$ cat src/rtl/spi_cmd_ctrl_if.sv
`default_nettype none
// +--------------------------------------------------------------------------+
// | spi_cmd_ctrl_if : byte-stream and memory-port bundle for spi_cmd_ctrl    |
// | Rev 1.0                                                                  |
// +--------------------------------------------------------------------------+
interface spi_cmd_ctrl_if #(
  parameter int ADDR_W = 16
);
  logic              busy;
  logic [7:0]        in_byte;
  logic [7:0]        out_byte;
  logic [ADDR_W-1:0] mem_addr;
  logic [7:0]        mem_wdata;
  logic              mem_we;
  logic              mem_re;
  logic [7:0]        mem_rdata;
  logic              frame_active;
  logic              cmd_err;

  // master: the command controller; slave: SPI byte engine plus memory
  modport master (
    input  busy, in_byte, mem_rdata,
    output out_byte, mem_addr, mem_wdata, mem_we, mem_re, frame_active, cmd_err
  );
  modport slave (
    output busy, in_byte, mem_rdata,
    input  out_byte, mem_addr, mem_wdata, mem_we, mem_re, frame_active, cmd_err
  );
endinterface
`default_nettype wire

$ cat src/rtl/spi_cmd_ctrl.sv
`default_nettype none
// +--------------------------------------------------------------------------+
// | spi_cmd_ctrl : SPI byte-stream command decoder driving a memory port.    |
// | Optional macro SPI_CMD_STATUS_EN adds command 0x03 (status readback).    |
// | Rev 1.0                                                                  |
// +--------------------------------------------------------------------------+
module spi_cmd_ctrl #(
  parameter int TIMEOUT_CYCLES = 64,
  parameter int ADDR_W         = 16
) (
  input  wire logic      clk,
  input  wire logic      rst,
  spi_cmd_ctrl_if.master bus_io
);
  localparam int CNT_W = $clog2(TIMEOUT_CYCLES + 1);

  typedef enum logic [2:0] {
    S_CMD     = 3'd0,
    S_ADDR_HI = 3'd1,
    S_ADDR_LO = 3'd2,
    S_WRITE   = 3'd3,
    S_READ    = 3'd4,
    S_DISCARD = 3'd5
  } state_t;

  state_t            state_q, state_d;
  logic              busy_q;
  logic              byte_done;
  logic [CNT_W-1:0]  cnt_q, cnt_d;
  logic              rd_cmd_q, rd_cmd_d;
  logic [ADDR_W-1:0] addr_q, addr_d;
  logic [ADDR_W-1:0] mem_addr_q, mem_addr_d;
  logic [7:0]        wdata_q, wdata_d;
  logic [7:0]        out_q, out_d;
  logic              we_q, we_d;
  logic              re_q, re_d;
  logic              rd_dly_q;
  logic              err_q, err_d;
`ifdef SPI_CMD_STATUS_EN
  logic              stat_q, stat_d;
  logic              sticky_q, sticky_d;
`endif

  assign byte_done = busy_q & ~bus_io.busy;

  always_comb begin
    state_d    = state_q;
    cnt_d      = cnt_q;
    rd_cmd_d   = rd_cmd_q;
    addr_d     = addr_q;
    mem_addr_d = mem_addr_q;
    wdata_d    = wdata_q;
    out_d      = out_q;
    we_d       = 1'b0;
    re_d       = 1'b0;
    err_d      = 1'b0;
`ifdef SPI_CMD_STATUS_EN
    stat_d     = stat_q;
    sticky_d   = sticky_q;
`endif

    if (bus_io.busy) begin
      cnt_d = '0;
    end else if (state_q != S_CMD) begin
      cnt_d = cnt_q + 1'b1;
    end

    if (byte_done) begin
      // A completed byte always beats a coinciding timeout
      cnt_d = '0;
      case (state_q)
        S_CMD: begin
          case (bus_io.in_byte)
            8'h00: state_d = S_CMD;
            8'h01: begin state_d = S_ADDR_HI; rd_cmd_d = 1'b0; end
            8'h02: begin state_d = S_ADDR_HI; rd_cmd_d = 1'b1; end
`ifdef SPI_CMD_STATUS_EN
            8'h03: begin
              state_d  = S_READ;
              stat_d   = 1'b1;
              out_d    = {1'b1, sticky_q, 6'b0};
              sticky_d = 1'b0;
            end
`endif
            default: begin state_d = S_DISCARD; err_d = 1'b1; end
          endcase
        end
        S_ADDR_HI: begin
          addr_d[ADDR_W-1:8] = (ADDR_W-8)'(bus_io.in_byte);
          state_d            = S_ADDR_LO;
        end
        S_ADDR_LO: begin
          addr_d[7:0] = bus_io.in_byte;
          if (rd_cmd_q) begin
            state_d    = S_READ;
            mem_addr_d = addr_d;
            re_d       = 1'b1;
          end else begin
            state_d = S_WRITE;
          end
        end
        S_WRITE: begin
          we_d       = 1'b1;
          mem_addr_d = addr_q;
          wdata_d    = bus_io.in_byte;
          addr_d     = addr_q + 1'b1;
        end
        S_READ: begin
`ifdef SPI_CMD_STATUS_EN
          if (stat_q) out_d = {1'b1, sticky_q, 6'b0};
          else
`endif
          begin
            addr_d     = addr_q + 1'b1;
            mem_addr_d = addr_d;
            re_d       = 1'b1;
          end
        end
        default: state_d = state_q;
      endcase
    end else if (cnt_d == CNT_W'(TIMEOUT_CYCLES)) begin
      state_d = S_CMD;
      cnt_d   = '0;
    end

    if (state_d != S_READ) out_d = 8'h00;
    // Read data arrives one cycle after the strobe
    if (rd_dly_q && state_d == S_READ) out_d = bus_io.mem_rdata;
`ifdef SPI_CMD_STATUS_EN
    if (state_d != S_READ) stat_d = 1'b0;
    if (err_d) sticky_d = 1'b1;
`endif
  end

  always_ff @(posedge clk) begin
    if (rst) begin
      state_q    <= S_CMD;
      busy_q     <= 1'b0;
      cnt_q      <= '0;
      rd_cmd_q   <= 1'b0;
      addr_q     <= '0;
      mem_addr_q <= '0;
      wdata_q    <= 8'h00;
      out_q      <= 8'h00;
      we_q       <= 1'b0;
      re_q       <= 1'b0;
      rd_dly_q   <= 1'b0;
      err_q      <= 1'b0;
`ifdef SPI_CMD_STATUS_EN
      stat_q     <= 1'b0;
      sticky_q   <= 1'b0;
`endif
    end else begin
      state_q    <= state_d;
      busy_q     <= bus_io.busy;
      cnt_q      <= cnt_d;
      rd_cmd_q   <= rd_cmd_d;
      addr_q     <= addr_d;
      mem_addr_q <= mem_addr_d;
      wdata_q    <= wdata_d;
      out_q      <= out_d;
      we_q       <= we_d;
      re_q       <= re_d;
      rd_dly_q   <= re_q;
      err_q      <= err_d;
`ifdef SPI_CMD_STATUS_EN
      stat_q     <= stat_d;
      sticky_q   <= sticky_d;
`endif
    end
  end

  assign bus_io.out_byte     = out_q;
  assign bus_io.mem_addr     = mem_addr_q;
  assign bus_io.mem_wdata    = wdata_q;
  assign bus_io.mem_we       = we_q;
  assign bus_io.mem_re       = re_q;
  assign bus_io.cmd_err      = err_q;
  assign bus_io.frame_active = (state_q != S_CMD);
endmodule
`default_nettype wire

$ cat src/flat_wrapper.sv
// flat-port wrapper written by rule: the top's interface ports become plain ports
module spi_cmd_ctrl_flat 
#(
  parameter int TIMEOUT_CYCLES = 64,
  parameter int ADDR_W         = 16
)
  (clk, rst, bus_io_busy, bus_io_in_byte, bus_io_mem_rdata, bus_io_out_byte, bus_io_mem_addr, bus_io_mem_wdata, bus_io_mem_we, bus_io_mem_re, bus_io_frame_active, bus_io_cmd_err);
  spi_cmd_ctrl_if #(.ADDR_W(ADDR_W)) bus_io_i ();
  input  wire logic clk;
  input  wire logic rst;
  input wire logic [$bits(bus_io_i.busy)-1:0] bus_io_busy;
  input wire logic [$bits(bus_io_i.in_byte)-1:0] bus_io_in_byte;
  input wire logic [$bits(bus_io_i.mem_rdata)-1:0] bus_io_mem_rdata;
  output wire logic [$bits(bus_io_i.out_byte)-1:0] bus_io_out_byte;
  output wire logic [$bits(bus_io_i.mem_addr)-1:0] bus_io_mem_addr;
  output wire logic [$bits(bus_io_i.mem_wdata)-1:0] bus_io_mem_wdata;
  output wire logic [$bits(bus_io_i.mem_we)-1:0] bus_io_mem_we;
  output wire logic [$bits(bus_io_i.mem_re)-1:0] bus_io_mem_re;
  output wire logic [$bits(bus_io_i.frame_active)-1:0] bus_io_frame_active;
  output wire logic [$bits(bus_io_i.cmd_err)-1:0] bus_io_cmd_err;
  assign bus_io_i.busy = bus_io_busy;
  assign bus_io_i.in_byte = bus_io_in_byte;
  assign bus_io_i.mem_rdata = bus_io_mem_rdata;
  assign bus_io_out_byte = bus_io_i.out_byte;
  assign bus_io_mem_addr = bus_io_i.mem_addr;
  assign bus_io_mem_wdata = bus_io_i.mem_wdata;
  assign bus_io_mem_we = bus_io_i.mem_we;
  assign bus_io_mem_re = bus_io_i.mem_re;
  assign bus_io_frame_active = bus_io_i.frame_active;
  assign bus_io_cmd_err = bus_io_i.cmd_err;
  spi_cmd_ctrl #(.TIMEOUT_CYCLES(TIMEOUT_CYCLES), .ADDR_W(ADDR_W)) u_core (.clk(clk), .rst(rst), .bus_io(bus_io_i));
endmodule
$ cat config.mk
export PLATFORM = sky130hd
export DESIGN_NAME = spi_cmd_ctrl_flat
export DESIGN_NICKNAME = d
export VERILOG_FILES = /design/src/rtl/spi_cmd_ctrl_if.sv /design/src/rtl/spi_cmd_ctrl.sv /design/src/flat_wrapper.sv
export SDC_FILE = /design/constraint.sdc
export NUM_CORES = 1
export LEC_CHECK = 0
export BUFFER_PORTS_ARGS = -buffer_cell sky130_fd_sc_hd__buf_2
export CAP_MARGIN = 20
export CELL_PAD_IN_SITES_DETAIL_PLACEMENT = 0
export CELL_PAD_IN_SITES_GLOBAL_PLACEMENT = 2
export CORE_UTILIZATION = 33
export DETAILED_ROUTE_END_ITERATION = 12
export PLACE_DENSITY = 0.9
export SYNTH_ARGS = -nofsm -noshare
export SYNTH_HDL_FRONTEND = slang
export SYNTH_SLANG_ARGS = --single-unit
$ cat constraint.sdc
create_clock -name clk -period 2.3 [get_ports clk]
set_clock_uncertainty 0.05 [all_clocks]
set_input_delay 0.115 -clock clk [delete_from_list [all_inputs] [get_ports clk]]
set_output_delay 0.115 -clock clk [all_outputs]
set_load 0.01 [all_outputs]
==> out/results.txt, run 1 <==
The run finished with clean final reports. The ratio of cells with drive above 1 in the final layout is 0.1996, and the ratio of routed vias to standard cells is 5.275. Max-cap violations in this run came to 0. During I/O placement, the number of pins put on the boundary was 55. The number of nets produced by synthesis was 434. The tools report the detailed-route DRC error count as 0. After clock tree synthesis, the clock-pin slew on the worst setup and hold paths is 70 ps. Buffers inserted to repair hold after CTS numbered 0. The die extent in y is 101.9 microns. Critical path's slowest cell: sky130_fd_sc_hd__dfxtp_1.

In the final timing run, aggregate negative setup slack is 0 ps. The filler cell count came out at 1058. The tools report the placeable core region as 0.009729 sq mm. The max-slew headroom at the worst pin is 0.5151, and the detailed router's first-iteration violation count is 126. The logs give 2290 ps for the arrival time at the worst endpoint and 9.136 ps for the worst slack on hold paths. The signal on the critical path passes through nor3_4 > inv_2 > nand4_1 > mux2i_1 > nand4b_1 > a31oi_4 > nor3_1.

At the worst endpoint, the required time is 2470 ps. The logs give 2434 uW for the total power draw and 0.1806 for the total global-route track usage. The run gives 0.01038 sq mm as the overall die area. The routed length per placed instance came out at 14.78 microns. The upper clock frequency limit was 470.1 MHz; the count of cells resized by post-cts repair was 0. Setup repair after global routing left no endpoint under its margin.

At the pin with the least slew margin, the transition time is 719.8 ps. The leakage power of the design came out at 0.001476 uW. On the worst path, the slowest cell contributes a delay of 430 ps. The number of enable-type register cells in the synthesized netlist is 0, and the post-synthesis average cell area is 7.974 sq um.

The most used flip-flop cell after synthesis is sky130_fd_sc_hd__dfxtp_1. The run gives 0 as the count of antenna diodes in the layout. The hold violation total from the final report is 0, and the number of buffers added by the clock tree synthesis step is 9. After the last flow step, the layout net total stands at 487. The number of pins with negative max-slew slack in the final report came out at 0. The clock tree synthesis step divided the H-tree into 3 levels.

The kind of path behind the tightest hold check was primary input to flip-flop. For the number of global-route vias before repair, the log shows 2958. Total placed instance area: 0.003735 sq mm. The power density over the cells came out at 616.4 mW/mm^2.

Summing all non-filler instances in the final layout gives an area of 0.003949 sq mm. The effective utilization at floorplan was 0.3385; the floorplan row count was 36. The tools report the beginning of the worst hold path as bus_io_mem_rdata[2].

The run gives 0 as the yosys synthesis warning count. The fraction of registers with async set or reset after synthesis is 0, and the global placer's final weighted congestion is 0.8097. For this run the aggregate overflow at the end of global routing stands at 0. Clock latency on the worst-skew pair, taken at its later pin, is 350 ps.

Critical path endpoint category: a flip-flop. The worst-case IR drop observed on VDD is 299.4 uV. Ratio of final minimum period to clock period: 0.9249.

The count of buffers added by post-CTS timing repair for setup was 0; the count of input and output buffers was 54. Number of antenna-violating nets in the routed design: 0. The most critical setup path has its startpoint at u_core.state_q[2].

Startpoint kind of the worst setup timing path: a flip-flop. The first-pass GRT wire length was 14280 microns. The number of sinks driven by the clock tree was 64. The proportion of synthesized chip area in sequential cells was 0.3891; the iteration count of the initial detailed-routing pass was 4. Summing every instance area after synthesis gives 0.003293 sq mm. Entering global routing, the biggest net connects 31 pins.

In this run the deepest clock path goes through 2 buffers. The relative area change from synthesis to final layout is 19.91%. Of all nets on the critical path, the largest fanout is 12. For the finished layout, the period the worst path requires is 2127 ps. In the synthesized netlist, the number of instances is 413. The root buffer cell chosen for the clock tree is sky130_fd_sc_hd__clkbuf_8. The routed layout has 3186 vias. The die outline width came out at 101.9 microns. Register bit count reported by yosys: 64. The number of antenna violations at the first check in global routing is 0. TritonCTS built the clock tree.

The HPWL after detailed placement is 6420 microns. The logs give 56 for the count of different cell masters after synthesis and 8930 microns for the total wire length after detailed routing. The worst register-to-register path begins at u_core.state_q[2]. The count of endpoints failing setup in the final report came out at 0.

The worst setup path category is flip-flop to flip-flop.
layer usage:
metal / track usage / vias to the layer above / wire length, microns
met1: 0.2234 / 1517 / 4048
met2: 0.3061 / 68 / 4318
met4: 0.07473 / 0 / 172
met5: 0 / - / 0
li1: - / 1586 / -
met3: 0.03762 / 15 / 391
cells in the final DEF (no fill, tap or decap), drive strengths merged, types with 6 or more instances in the layout:
cell    instances
xnor2           9
buf            69
a22oi          13
nand2          53
o21ai          20
nor2           60
o31ai          12
nand3           7
nor2b           6
nor3           17
a31oi           6
mux2i           9
a21oi          28
clkbuf         13
a211oi          8
dfxtp          64
nand4           8
kinds of logic after synthesis:
kind of cell	count (synthesis)	synth area share
multiplexers	9	0.02736
adder cells (fa/ha/maj)	2	0.007598
buffers and inverters	32	0.04217
XOR/XNOR	14	0.03723
AO/OA/AOI/OAI	114	0.2325
flip-flops	64	0.3891
AND/OR/NAND/NOR	178	0.2641
final timing paths:
kind	cells after the start	slack [ps]	end
max reg2reg	7	170	u_core.bus_io.out_byte[4]
max	7	170	u_core.bus_io.out_byte[4]
min	3	9	u_core.bus_io.out_byte[2]
min reg2reg	2	400	u_core.bus_io.mem_wdata[1]
worst max-delay path, delay by kind of cell, from the launching register on:
kind,cells,cell delay [ps]
DFF,1,430
muxes,1,230
AOI/OAI and AO/OA,1,360
and+or+nand+nor,4,790
buffers and inverters,1,120
registers in the layout, summed over array words and instances (netlist names):
name	flops
u_core.bus_io.mem_addr	16
u_core.bus_io.mem_we	1
u_core.rd_dly_q	1
u_core.state_q	3
u_core.bus_io.out_byte	8
u_core.busy_q	1
u_core.bus_io.mem_wdata	8
u_core.addr_q	16
u_core.cnt_q	7
u_core.bus_io.mem_re	1
u_core.rd_cmd_q	1
u_core.bus_io.cmd_err	1
per-stage QoR:
| step | instances | setup slack [ps] | utilization |
|---|---|---|---|
| 2_1_floorplan | 413 | 361.0 | - |
| 3_3_place_gp | 588 | 269.9 | 0.3839 |
| 3_5_place_dp | 588 | 190.8 | 0.3839 |
| 4_1_cts | 604 | 170.4 | 0.4059 |
| 5_1_grt | 604 | 26.12 | 0.4059 |
| 6_report | 604 | 172.8 | 0.4059 |
area by class of cell:
type,count,area [sq um],share of cell area
timing repair buffer,69,395.4,0.1001
clock inverter,3,65.06,0.01648
sequential,64,1281,0.3245
multi-input combinational,317,1873,0.4743
inverter,5,18.77,0.004753
clock buffer,13,148.9,0.03771
tap,133,166.4,0.04214
power breakdown:
group          leakage (uW)  switching [uW]  internal [uW]
combinational      0.000852             140           80.6
clock              0.000108             436            640
sequential         0.000516            17.6           1120
total               0.00148             594           1840
cells in the mapped netlist (all sizes together) (5+ instances only):
master  instances  area (sq um)
a211oi          8         60.06
a21o            5         37.54
a21oi          28         143.9
a22oi          13         97.59
a31oi           6         52.55
and2            5         31.28
buf            14         71.32
clkbuf         13         48.80
dfxtp          64          1281
inv             5         18.76
mux2i           9         90.09
nand2          53         198.9
nand2b          5         31.28
nand3           7         35.03
nand4           8         65.06
nor2           60         225.2
nor2b           6         37.54
nor3           17         107.6
o21ai          20         100.1
o31ai          12         90.09
xnor2           9         78.83
xor2            5         43.79
Note: power is estimated with default switching activity, not from simulation.
==> inputs of run 2 (changes only) <==
CORE_UTILIZATION = 36   (was 33)
CTS_BUF_LIST = sky130_fd_sc_hd__clkbuf_2   (was default)
PLACE_DENSITY = 0.95   (was 0.9)
clock period = 2.6 ns   (was 2.3 ns; I/O delays follow)
==> out/results.txt, run 2 (synthesis gave the netlist of run 1 again) <==
The clock input transition at the sequential cells of the worst setup and hold paths is 210 ps (+140 ps). Count of pins on the block boundary: 55 (unchanged). The die extent in y is 97.65 microns (-4.2%). For the number of antenna-violating nets in the routed design, the log shows 0 (unchanged). The pin count of the biggest net entering global routing came out at 51 (+65%).

Detailed-route DRC error count: 12 (+12). For the number of antenna violations at the first check in global routing, the log shows 0 (unchanged). The worst slack on hold paths came out at 216.2 ps (+207.1 ps). The worst setup path is launched from a flip-flop. For the number of global-route vias before repair, the log shows 3027 (+2.3%). In this run the worst hold path is classified as primary input to flip-flop. The run gives 64 (unchanged) as the number of sinks driven by the clock tree.

The checks that failed: DRC. The detailed-placement wirelength estimate is 5974 microns (-7.0%). The logs give 0.8284 (+2.3%) for the global placer's final weighted congestion and 0.001873 sq mm (unchanged) for the total area of multi-input combinational cells. The tools report the summed negative setup slack over all endpoints as 0 ps (unchanged). The global route total overflow was 0 (unchanged); the overall die area was 0.009535 sq mm (-8.2%).

Worst reg2reg path depth: 7 (unchanged). In the layout the commonest cells are sky130_fd_sc_hd__dfxtp_1, sky130_fd_sc_hd__nor2_1, sky130_fd_sc_hd__buf_2. The run gives 2930 ps (+460 ps) as the data required time of the worst path. The worst setup path category is flip-flop to flip-flop. The ratio of final minimum period to clock period is 0.9068 (-0.01802). The most critical setup path has its startpoint at u_core.state_q[2].

The run gives 0 (unchanged) as the max-capacitance violation count. TritonCTS built the clock tree. The clock latency reported for the late side of the worst-skew pair is 500 ps (+150 ps). The hold violation total from the final report is 0 (unchanged).

The iteration count of the initial detailed-routing pass came out at 8 (+4). The most frequent standard cell in the layout excluding fill and tap cells is sky130_fd_sc_hd__dfxtp_1. The placeable core region came out at 0.008806 sq mm (-9.5%). In this run the most critical hold path is launched from rst. For the floorplan row count, the log shows 34 (-5.6%).

The shortest clock period the worst path allows after layout was 2358 ps (+230.6 ps); the max-slew headroom at the worst pin was 0.3453 (-0.1698). For the first-pass GRT wire length, the log shows 14640 microns (+2.5%). The run gives 0 (unchanged) as the count of antenna diodes in the layout. The logs give 0.4503 (+0.04441) for the utilization of the core after routing and 0.003965 sq mm (+0.41%) for the summed area of non-filler cells in the final layout.

Total wire length after detailed routing: 8844 microns (-0.96%). The flow ran to the end, but the final reports show violations. The number of pins with negative max-slew slack in the final report is 0 (unchanged). Cell at the root of the clock tree: sky130_fd_sc_hd__clkbuf_2. The upper clock frequency limit is 424.1 MHz (-9.8%), and the die outline width is 97.65 microns (-4.2%). The maximum clock path buffer count was 2 (unchanged). The leakage power of the design is 0.001485 uW (+0.63%). The worst vdd rail ir drop came out at 236.2 uV (-21%).

The arrival time at the worst endpoint is 2690 ps (+400 ps), and the depth of the worst hold-timing path is 2 (-1). Power density over the cells: 483.2 mW/mm^2 (-22%). Setup repair after global routing left no endpoint under its margin. The tools report the total global-route track usage as 0.1915 (+0.01087). The filler cell count was 905 (-14%).

Critical path endpoint category: a flip-flop. The ratio of cells with drive above 1 in the final layout works out to 0.1901 (-0.009493). The area growth from synthesis to layout is 20.40%. Worst-path maximum fanout: 16 (+4). The startpoint identified for the worst register-to-register timing path is u_core.state_q[2]. The logs give 0.001281 sq mm (unchanged) for the sequential cell area and 500 (+2.7%) for the final net count. Number of buffers added by the clock tree synthesis step: 9 (unchanged).

The count of input and output buffers was 54 (unchanged); the total placed instance area was 0.003661 sq mm (-2.0%). The tools report the detailed router's first-iteration violation count as 168 (+33%). The H-tree depth is 3 (unchanged), and the ratio of routed vias to standard cells is 5.481 (+3.9%). The effective utilization at floorplan was 0.3740 (+0.03549); the count of endpoints failing setup in the final report was 0 (unchanged). The detailed-route via count was 3245 (+1.9%). The routed length per placed instance was 14.94 microns (+1.0%); the slew at the pin with the worst max-slew slack was 982.1 ps (+262.3 ps).
[run 2: repair_timing]
item | 4_1_cts | 5_1_grt
hold buffers | 17 | 0
endpoints found under the hold margin | 27 | 0
setup endpoints to repair | 0 | 0
setup buffers | 0 | 0
gates resized for setup | 0 | 0
[run 2: final cells by class]
cell class,count,area share
multi-input cells,317,0.4724
flip-flops and latches,64,0.3231
repair buffers,82,0.1319
well taps,108,0.03408
clock inverters,6,0.02114
clock buffers,10,0.01262
inverters,5,0.004733
[run 2: final timing paths]
| check | end | slack (ps) |
|---|---|---|
| setup reg to reg | u_core.bus_io.out_byte[0] | 240 |
| hold reg to reg | u_core.bus_io.mem_wdata[7] | 420 |
| setup / recovery | u_core.bus_io.out_byte[0] | 240 |
| hold / removal | u_core.bus_io.mem_addr[3] | 220 |
[run 2: critical path, stage by stage (launching register included)]
cell and delay [ps]:
sky130_fd_sc_hd__dfxtp_1 720, sky130_fd_sc_hd__nor3_4 130, sky130_fd_sc_hd__inv_2 160, sky130_fd_sc_hd__nand4_1 220
sky130_fd_sc_hd__mux2i_1 250, sky130_fd_sc_hd__nand4b_1 210, sky130_fd_sc_hd__a31oi_4 400, sky130_fd_sc_hd__nor3_1 100
[run 2: per-stage QoR]
stage | std cells | worst slack (ps) | total power (uW)
3_3_place_gp | 559 | 298.9 | 1213
2_1_floorplan | 413 | 661.0 | 1152
5_1_grt | 592 | 10.78 | 2010
6_report | 592 | 242.2 | 1916
3_5_place_dp | 559 | 260.5 | 1215
4_1_cts | 592 | 228.6 | 1937
[run 2: power breakdown]
group          leakage [uW]  internal [uW]  total (uW)  switching [uW]
Combinational      0.000893           83.2         205             121
Clock             0.0000756            317         700             383
Sequential         0.000516            993        1010            18.9
[run 2: routing by layer]
layer  track usage  vias to the layer above  wire, microns
met1        0.2383                     1524           4138
met2        0.3235                       83           4111
li1              -                     1623              -
met5             0                        -              0
met3       0.04964                       15            441
met4       0.05711                        0            153
==> inputs of run 3 (changes only) <==
CELL_PAD_IN_SITES_DETAIL_PLACEMENT = default   (was 0)
CELL_PAD_IN_SITES_GLOBAL_PLACEMENT = default   (was 2)
CORE_UTILIZATION = 61   (was 36)
==> out/results.txt, run 3 (synthesis gave the netlist of run 1 again) <==
Count of antenna diodes in the layout: 0 (unchanged). The worst path setup slack after routing is 223.9 ps (-18.32 ps). For the placeable core region, the log shows 0.005140 sq mm (-42%).

The overall die area was 0.005696 sq mm (-40%); the iteration count of the initial detailed-routing pass was 6 (-2). Critical path endpoint category: a flip-flop. The ratio of routed vias to standard cells works out to 6.082 (+11%). For the worst vdd rail ir drop, the log shows 356.7 uV (+51%).

The path with the worst hold slack has its endpoint at u_core.addr_q[11]. The worst-path maximum fanout was 14 (-2); the number of global-route vias before repair was 3073 (+1.5%). TritonCTS built the clock tree. The depth of the worst hold-timing path is 2 (unchanged). The most frequent standard cell in the layout excluding fill and tap cells is sky130_fd_sc_hd__dfxtp_1.

Startpoint kind of the worst setup timing path: a flip-flop. The die extent in y works out to 75.48 microns (-23%). The run gives 9 (unchanged) as the number of buffers added by the clock tree synthesis step. The beginning of the worst hold path is rst. The worst reg2reg path depth works out to 7 (unchanged).

The critical path's slowest cell was sky130_fd_sc_hd__dfxtp_1. In this run the critical register-to-register path is captured at u_core.bus_io.out_byte[5]. The flow ran to the end, and the final reports show no timing, DRC or antenna violations.

The summed negative setup slack over all endpoints came out at 0 ps (unchanged). The shortest clock period the worst path allows after layout works out to 2376 ps (+18.32 ps). The tools report the global placer's final weighted congestion as 0.9354 (+13%). The slew at the pin with the worst max-slew slack came out at 893.4 ps (-88.70 ps).

The tools report the global route total overflow as 0 (unchanged). The gate family responsible for the most delay along the worst path was simple AND/OR/NAND/NOR gates. Max-capacitance violation count: 0 (unchanged).

The tools report the cell at the root of the clock tree as sky130_fd_sc_hd__clkbuf_2. The longest individual stage delay on the worst path was 620 ps (-100 ps). Number of pins with negative max-slew slack in the final report: 0 (unchanged). H-tree depth: 3 (unchanged). In this design, the critical path's most frequently occurring cell is sky130_fd_sc_hd__nor3_1.

The tools report the final net count as 498 (-0.40%). The hold violation total from the final report was 0 (unchanged); the relative area change from synthesis to final layout was 18.73%. Leakage power of the design: 0.001486 uW (about the same).

The die outline width works out to 75.48 microns (-23%). The kind of path behind the tightest hold check was primary input to flip-flop. The max-slew headroom at the worst pin came out at 0.4044 (+0.05913). The internal reg-to-reg setup slack was 220 ps (-20 ps). The pin count of the biggest net entering global routing is 51 (unchanged), and the clock latency reported for the late side of the worst-skew pair is 500 ps (about the same).

The number of sinks driven by the clock tree was 64 (unchanged); the count of buffer and inverter cells on the critical path was 1 (unchanged). The library cells used most frequently in the layout, excluding fill and tap cells, are sky130_fd_sc_hd__dfxtp_1, sky130_fd_sc_hd__nor2_1, sky130_fd_sc_hd__buf_2. Setup repair after global routing left no endpoint under its margin. The floorplan row count is 26 (-24%), and the final non-filler cell total is 552 (-6.8%).

The run gives 0 (-12) as the detailed-route DRC error count. The ratio of cells with drive above 1 in the final layout is 0.1867 (-0.003361). The run gives 2940 ps (about the same) as the data required time of the worst path. In this run the critical register-to-register path is launched from u_core.state_q[2]. For the count of endpoints failing setup in the final report, the log shows 0 (unchanged). The placement-stage worst setup slack is 303.9 ps (+43.42 ps), and the maximum clock path buffer count is 2 (unchanged). The ratio of final minimum period to clock period is 0.9139 (+0.007047).

The detailed-route via count was 3357 (+3.5%); the total global-route track usage was 0.3169 (+0.1254). Count of input and output buffers: 54 (unchanged). The power density over the cells was 483.9 mW/mm^2 (+0.13%); the first-pass GRT wire length was 13650 microns (-6.8%). Walking the worst path, the cells encountered are buf_4 > nor3_4 > nor3_1 > xor2_1 > nand4b_1 > a31oi_4 > nor3_1. The total wire length after detailed routing is 8428 microns (-4.7%).

The clock input transition at the sequential cells of the worst setup and hold paths was 160 ps (-50 ps); the number of instances in the placed design was 519 (-7.2%). For the effective utilization at floorplan, the log shows 0.6407 (+0.2667). The routed length per placed instance works out to 15.27 microns (+2.2%).

The count of pins on the block boundary is 55 (unchanged). The detailed-placement wirelength estimate is 5684 microns (-4.9%), and the number of antenna-violating nets in the routed design is 0 (unchanged). The number of antenna violations at the first check in global routing came out at 0 (unchanged). The run gives 0.7607 (+0.3104) as the utilization of the core after routing. For the total power draw, the log shows 1892 uW (-1.3%). The arrival time at the worst endpoint was 2710 ps (+20 ps). The upper clock frequency limit is 420.9 MHz (-0.77%), and the detailed router's first-iteration violation count is 245 (+46%).

The critical path is of the flip-flop to flip-flop type.
run 3: cell count changes in the layout (fill, tap and decap cells not counted):
cell,delta
sky130_fd_sc_hd__buf_12,+1
sky130_fd_sc_hd__buf_4,-3
sky130_fd_sc_hd__clkbuf_2,+2
sky130_fd_sc_hd__clkinvlp_4,-2
run 3: routing by layer:
layer	GRT usage	wire [microns]	up-vias
li1	-	-	1613
met1	0.3691	3482	1564
met5	0	0	-
met2	0.5278	4106	158
met4	0.1687	201	0
met3	0.09259	638	22
run 3: timing repair:
| item | CTS | global route |
|---|---|---|
| setup buffers | 0 | 0 |
| setup endpoints to repair | 0 | 0 |
| hold buffers | 17 | 0 |
| hold endpoints to repair | 22 | 0 |
| resized for setup | 0 | 0 |
run 3: worst max path at each step:
stage | slack, ps | start | endpoint | cells after the start
finish | 220 | u_core.state_q[2] | u_core.bus_io.out_byte[5] | 7
global route | 10 | u_core.state_q[2] | u_core.bus_io.out_byte[5] | 7
CTS | 250 | u_core.state_q[2] | u_core.bus_io.out_byte[5] | 7
detailed placement | 300 | u_core.state_q[2] | u_core.bus_io.out_byte[3] | 7
global placement | 430 | u_core.state_q[2] | u_core.bus_io.out_byte[0] | 8
floorplan | 660 | u_core.cnt_q[0] | u_core.bus_io.out_byte[0] | 7
run 3: where the power goes:
part	switching [uW]	total (uW)	internal, uW	leakage, uW
Sequential	18.6	1010	992	0.000516
Combinational	120	205	84.3	0.000886
Clock	350	677	327	0.0000836
run 3: through the flow:
| step | cell area (sq um) | hold WS (ps) |
|---|---|---|
| after CTS | 3910 | 144.3 |
| after global routing | 3910 | 174.5 |
| after global placement | 3611 | 368.6 |
| final | 3910 | 179.8 |
| after floorplan | 3293 | 208.2 |
| after detailed placement | 3611 | 369.7 |
run 3: area by class of cell:
class	instances	area (sq um)
clock buffer	12	60.06
tap	70	87.58
clock inverter	4	68.82
inverter	5	18.77
timing repair buffer	80	520.5
sequential	64	1281
multi-input combinational	317	1873
fill	403	1230
